File: src/rtl/seq_pkg.sv
// Shared definitions for the instruction sequencer, the cpum core and the assembler scripts.
//   - opcode constants for the 4-bit opcode field ins[19:16]
//   - the NOP instruction word
//   - the sequencer state encoding
package seq_pkg;

  localparam logic [3:0] OP_NOP  = 4'h0;
  localparam logic [3:0] OP_JMP  = 4'hC;
  localparam logic [3:0] OP_JZ   = 4'hD;
  localparam logic [3:0] OP_JS   = 4'hE;
  localparam logic [3:0] OP_HALT = 4'hF;

  localparam logic [19:0] NOP = 20'h0;

  typedef enum logic [2:0] {
    IDLE,
    FETCH,
    DECODE,
    EXEC,
    HALTED
  } seq_state_e;

endpackage

File: src/rtl/ins_sequencer.sv
// Instruction sequencer for cpum. Fetches instructions from a synchronous-read memory,
// resolves JMP/JZ/JS/HALT locally and hands every other instruction to cpum on `ins`
// for exactly one cycle.
//
// Ports:
//   clk, rst_n      clock and asynchronous active-low reset
//   start           pulse, starts execution from IDLE or HALTED
//   imem_en/addr    registered instruction-memory read request
//   imem_rdata      read data, valid the cycle after imem_en
//   zf, sf          cpum flags, sampled in DECODE
//   ins             registered instruction to cpum, zero outside EXEC
//   pc              program counter
//   busy, halted    status
//   retired         saturating count of executed datapath and branch instructions
module ins_sequencer
  import seq_pkg::*;
#(
  parameter int unsigned AW = 8,
  parameter int unsigned IW = 20,
  parameter int unsigned CW = 16
) (
  input  logic          clk,
  input  logic          rst_n,
  input  logic          start,
  output logic          imem_en,
  output logic [AW-1:0] imem_addr,
  input  logic [IW-1:0] imem_rdata,
  input  logic          zf,
  input  logic          sf,
  output logic [IW-1:0] ins,
  output logic [AW-1:0] pc,
  output logic          busy,
  output logic          halted,
  output logic [CW-1:0] retired
);

  seq_state_e    state_q, state_d;
  logic [AW-1:0] pc_q, pc_d;
  logic [IW-1:0] ir_q, ir_d;
  logic [IW-1:0] ins_q, ins_d;
  logic          imem_en_q, imem_en_d;
  logic [AW-1:0] imem_addr_q, imem_addr_d;
  logic [CW-1:0] retired_q, retired_d;
  logic          retire;

  logic [3:0]    opcode;
  logic [AW-1:0] target;
  logic [AW-1:0] pc_inc;

  assign opcode = imem_rdata[IW-1 -: 4];
  assign target = imem_rdata[AW-1:0];
  assign pc_inc = pc_q + AW'(1);  // wraps silently

  always_comb begin
    state_d = state_q;
    pc_d    = pc_q;
    ir_d    = ir_q;
    retire  = 1'b0;
    unique case (state_q)
      IDLE, HALTED: begin
        if (start) begin
          pc_d    = '0;
          state_d = FETCH;
        end
      end
      FETCH: state_d = DECODE;
      DECODE: begin
        ir_d = imem_rdata;
        case (opcode)
          OP_HALT: state_d = HALTED;
          OP_JMP: begin
            pc_d    = target;
            retire  = 1'b1;
            state_d = FETCH;
          end
          OP_JZ: begin
            pc_d    = zf ? target : pc_inc;
            retire  = 1'b1;
            state_d = FETCH;
          end
          OP_JS: begin
            pc_d    = sf ? target : pc_inc;
            retire  = 1'b1;
            state_d = FETCH;
          end
          default: state_d = EXEC;
        endcase
      end
      EXEC: begin
        pc_d    = pc_inc;
        retire  = 1'b1;
        state_d = FETCH;
      end
      default: state_d = IDLE;
    endcase
  end

  // Outputs are registered from the next state so they line up with the state they describe.
  always_comb begin
    ins_d       = IW'(NOP);
    imem_en_d   = 1'b0;
    imem_addr_d = imem_addr_q;
    retired_d   = retired_q;
    if (state_d == EXEC) begin
      ins_d = ir_d;
    end
    if (state_d == FETCH) begin
      imem_en_d   = 1'b1;
      imem_addr_d = pc_d;
    end
    if (retire && (retired_q != '1)) begin
      retired_d = retired_q + CW'(1);
    end
  end

  always_ff @(posedge clk or negedge rst_n) begin
    if (!rst_n) begin
      state_q     <= IDLE;
      pc_q        <= '0;
      ir_q        <= '0;
      ins_q       <= '0;
      imem_en_q   <= 1'b0;
      imem_addr_q <= '0;
      retired_q   <= '0;
    end else begin
      state_q     <= state_d;
      pc_q        <= pc_d;
      ir_q        <= ir_d;
      ins_q       <= ins_d;
      imem_en_q   <= imem_en_d;
      imem_addr_q <= imem_addr_d;
      retired_q   <= retired_d;
    end
  end

  assign ins       = ins_q;
  assign pc        = pc_q;
  assign imem_en   = imem_en_q;
  assign imem_addr = imem_addr_q;
  assign retired   = retired_q;
  assign busy      = (state_q == FETCH) || (state_q == DECODE) || (state_q == EXEC);
  assign halted    = (state_q == HALTED);

endmodule

File: config.mk
export PLATFORM = sky130hd
export DESIGN_NAME = ins_sequencer
export DESIGN_NICKNAME = d
export VERILOG_FILES = /design/src/rtl/seq_pkg.sv /design/src/rtl/ins_sequencer.sv
export SDC_FILE = /design/constraint.sdc
export NUM_CORES = 1
export LEC_CHECK = 0
export ABC_AREA = 0
export CAP_MARGIN = 20
export CELL_PAD_IN_SITES_DETAIL_PLACEMENT = 0
export CELL_PAD_IN_SITES_GLOBAL_PLACEMENT = 1
export CORE_MARGIN = 1.5
export CORE_UTILIZATION = 30
export DETAILED_ROUTE_END_ITERATION = 6
export PLACE_DENSITY = 0.82
export SETUP_SLACK_MARGIN = 0.4
export SYNTH_ARGS = -nofsm -noshare
export SYNTH_HDL_FRONTEND = slang
export SYNTH_SLANG_ARGS = --single-unit
File: constraint.sdc
create_clock -name clk -period 1.7 [get_ports clk]
set_input_delay 0.17 -clock clk [delete_from_list [all_inputs] [get_ports clk]]
set_output_delay 0.17 -clock clk [all_outputs]
set_load 0.03 [all_outputs]
==> summary.md, run 1 <==
| Metric | Value |
|---|---|
| Mapped cell area | between 0.002 and 0.003 mm^2 |
| Detail-routed via count per cell | 5.286 |
| Count of input and output buffers | 79 |
| Yosys top cell by area | dfrtp_1 |
| Final wirelength | 9.521 mm |
| Hold Path Depth | 3 |
| TritonCTS Sinks | 56 |
| Area grow syn2layout | 83.33% |
| Vias post-DR | just under 3000 |
| Vias in the first global route | ~2700 |
| Fin crit share | 101.6% |
| Clock transition at the registers of the reported paths | roughly 0.10 ns |
| Worst setup SP type | register |
| DR WL met2 | 4.687 mm |
| Endpoint type of the worst setup path | register |
| Detailed Routing Iterations Pass 1 | 7 |
| Final setup violating endpoints | 1 |
| Initial core utilization | 31.19% |
| Clk_lat worst skew | 0.31 ns |
| # rows | 34 |
| Max-Cap Viols | 0 |
| Yosys reg bits | 56 |
| Crit path kind | reg -> reg |
| R2R cell count | 6 |
| Die width | 98.68 um |
| Die Ht | 98.68 um |
| Async SR Flop Fraction | 100.0% |
| TritonCTS clock tree | yes |
| Register area share after synthesis | 51.03% |
| Share of layout cells above drive strength 1 | 53.65% |
| PnR worst setup slack | -0.02751 ns |
| Top_reg_cell synth | dfrtp_1 |
| Detailed Place HPWL | 5.776 mm |
| Largest net degree at the start of global routing | 35 |
| Number of nets with antenna violations after routing | 0 |
| Drt wl/cell | 17.44 um |
| Failing checks | design-rule violations, negative setup slack |
| Global-route wire length before repair | 14.03 mm |
| PD cells | 1529 mW/mm^2 |
| Min Tclk post-route | 1.728 ns |
| Final slew viol count | 0 |
| Clk_skew | 0.007016 ns |
| Lkg Pwr | 2.326 nW |
| Tightest Hold Check Type | in -> reg |
| RSZ-0062 raised after global routing | true |
| Distinct cell type count after synthesis | 47 |
| CP Data Arrival Time | approximately 1.9 ns |
| CP Max Fanout | 5 |
| Critical path required time | roughly 1.9 ns |
| Max Clk Rate | 578.9 MHz |
| Tightest Pin Transition | 0.3347 ns |
| Most frequent cells in the layout | 57 x buf_4, 41 x buf_6, 32 x dfrtp_1, 28 x dlygate4sd2_1, 24 x dfrtp_2 |
| Drt initial violations | 211 |
| Residual DRC | 10 |
| ANT cells | 0 |
| DP Worst Slack | -0.3367 ns |
| Grt total ovfl | 0 |
| Synthesized area per cell | between 10 and 15 um^2 |
| Final hold violation count | 0 |
| Mapped Cells | 265 |
| Ranking of synthesized cells by area | dfrtp_1 51%, xnor2_1 5.4%, and3_1 5.2%, nand2_1 3.3%, nand4_1 2.3% |
| Core ar. | between 0.008 and 0.009 mm^2 |
| # IOs | 80 |
| Count of yosys warnings during synthesis | 0 |
| Post-Syn Nets | 292 |
| H-tree Lvls | 2 |
| GRT Total Usage | 18.16% |
| Most common cell after layout, fill and taps aside | buf_4 |
| Root buf cell | clkbuf_8 |
| Total negative slack | -0.02751 ns |
| Synth top area share | between 50 and 60% |
| Worst rel slew slack | 77.45% |
| Initial antenna violation count | 0 |
| RePlAce Congestion | 0.9105 |
| CTS buffer count | 5 |
| Met3 WL post-DR | between 600 and 700 um |
| Post-synth EDFFs | 0 |
| DRT met1 WL | slightly below 4 mm |
| Max Root-Sink Buffers | 2 |
| Die area | 0.009738 mm^2 |
| VDD IR max | 0.8736 mV |
| Final nets | 464 |
| Utilization after layout | 57.18% |
| Status | finished, violations left |
| Uppermost layer routed | met4 |
worst max-delay path, cell delays in order (launching register included):
cell	delay, ns
dfrtp_2	0.43
ha_4	0.14
and3_4	0.22
mux2_4	0.32
o22ai_4	0.12
o21ai_2	0.11
mux2_4	0.26
where the power goes:
group | internal, mW | switching, mW
clock network | 0.332 | 0.427
registers | 1.72 | 0.345
logic | 2.38 | 2.50
per-layer routing:
metal / GRT usage, % / vias up
met5: 0 / -
met4: 5.055 / 0
met1: 23.11 / 1431
met3: 4.681 / 18
met2: 30.72 / 131
li1: - / 1306
timing repair:
item                                    4_1_cts  5_1_grt
setup buffers                                30       26
gates cloned                                  1        0
pin swaps                                    43       53
hold buffers                                  1        0
gates resized for setup                     143       99
endpoints found under the hold margin        56        0
endpoints found under the setup margin      101       80
metrics by stage:
step | total power [mW] | std cells | hold WS (ns) | area [um^2]
floorplan | 4.104 | 265 | -0.1256 | 2910
global placement | 5.590 | 480 | 0.1673 | 4108
detailed placement | 5.651 | 480 | 0.1652 | 4108
CTS | 6.879 | 520 | 0.2735 | 4597
global route | 8.095 | 546 | 0.2946 | 5035
finish | 7.697 | 546 | 0.2848 | 5035
path summary, 6_finish.rpt:
path	from	end	slack, ns
worst max-delay path	pc[0]	imem_addr[4]	-0.03
worst min-delay path	imem_rdata[18]	ins[19]	0.28
worst max register to register	pc[0]	imem_addr[4]	-0.03
worst min register to register	imem_addr[0]	imem_addr[0]	0.48
max in group asynchronous	rst_n	retired[9]	1.13
min in group asynchronous	rst_n	imem_en	0.36
state kept, by name (all words and copies together) (netlist names):
| register | count |
|---|---|
| imem_en | 1 |
| retired | 16 |
| ins | 20 |
| state_q | 3 |
| pc | 8 |
| imem_addr | 8 |
kinds of logic (layout without fill, tap and decap cells):
kind of cell | Yosys count | count (layout) | share of synthesized area (%)
xor+xnor | 20 | 20 | 6.378
simple gates | 108 | 108 | 22.37
mux | 5 | 5 | 2.050
compound gates | 51 | 51 | 13.53
flops | 56 | 56 | 51.02
fa+ha+maj | 2 | 2 | 0.9110
buf+inv | 23 | 196 | 3.736
synthesized netlist by cell type (all sizes together) (2+ instances only):
| master | n |
|---|---|
| a21o | 2 |
| a21oi | 9 |
| a221o | 3 |
| a31oi | 4 |
| a32oi | 6 |
| and2 | 4 |
| and3 | 23 |
| and4 | 4 |
| buf | 6 |
| clkbuf | 10 |
| dfrtp | 56 |
| ha | 2 |
| inv | 7 |
| mux2 | 5 |
| nand2 | 25 |
| nand2b | 3 |
| nand3 | 10 |
| nand4 | 10 |
| nor2 | 11 |
| nor2b | 3 |
| nor3 | 5 |
| nor3b | 6 |
| o21a | 4 |
| o21ai | 10 |
| o22ai | 5 |
| o31ai | 2 |
| xnor2 | 17 |
| xor2 | 3 |
final cells by class:
cell class                 count  area, um^2
clock buffer                   7       86.33
clock inverter                 1       7.507
fill                         703        3771
inverter                       7       35.03
multi-input combinational    186        1687
sequential                    56        1431
tap                          108       135.1
timing repair buffer         181        1653
Power figures use the tool's default switching activity.
==> inputs of run 2 (changes only) <==
CTS_CLUSTER_SIZE = 30   (was default)
==> results of run 2 <==
Final layout, timing and power as in run 1 (identical DEF).
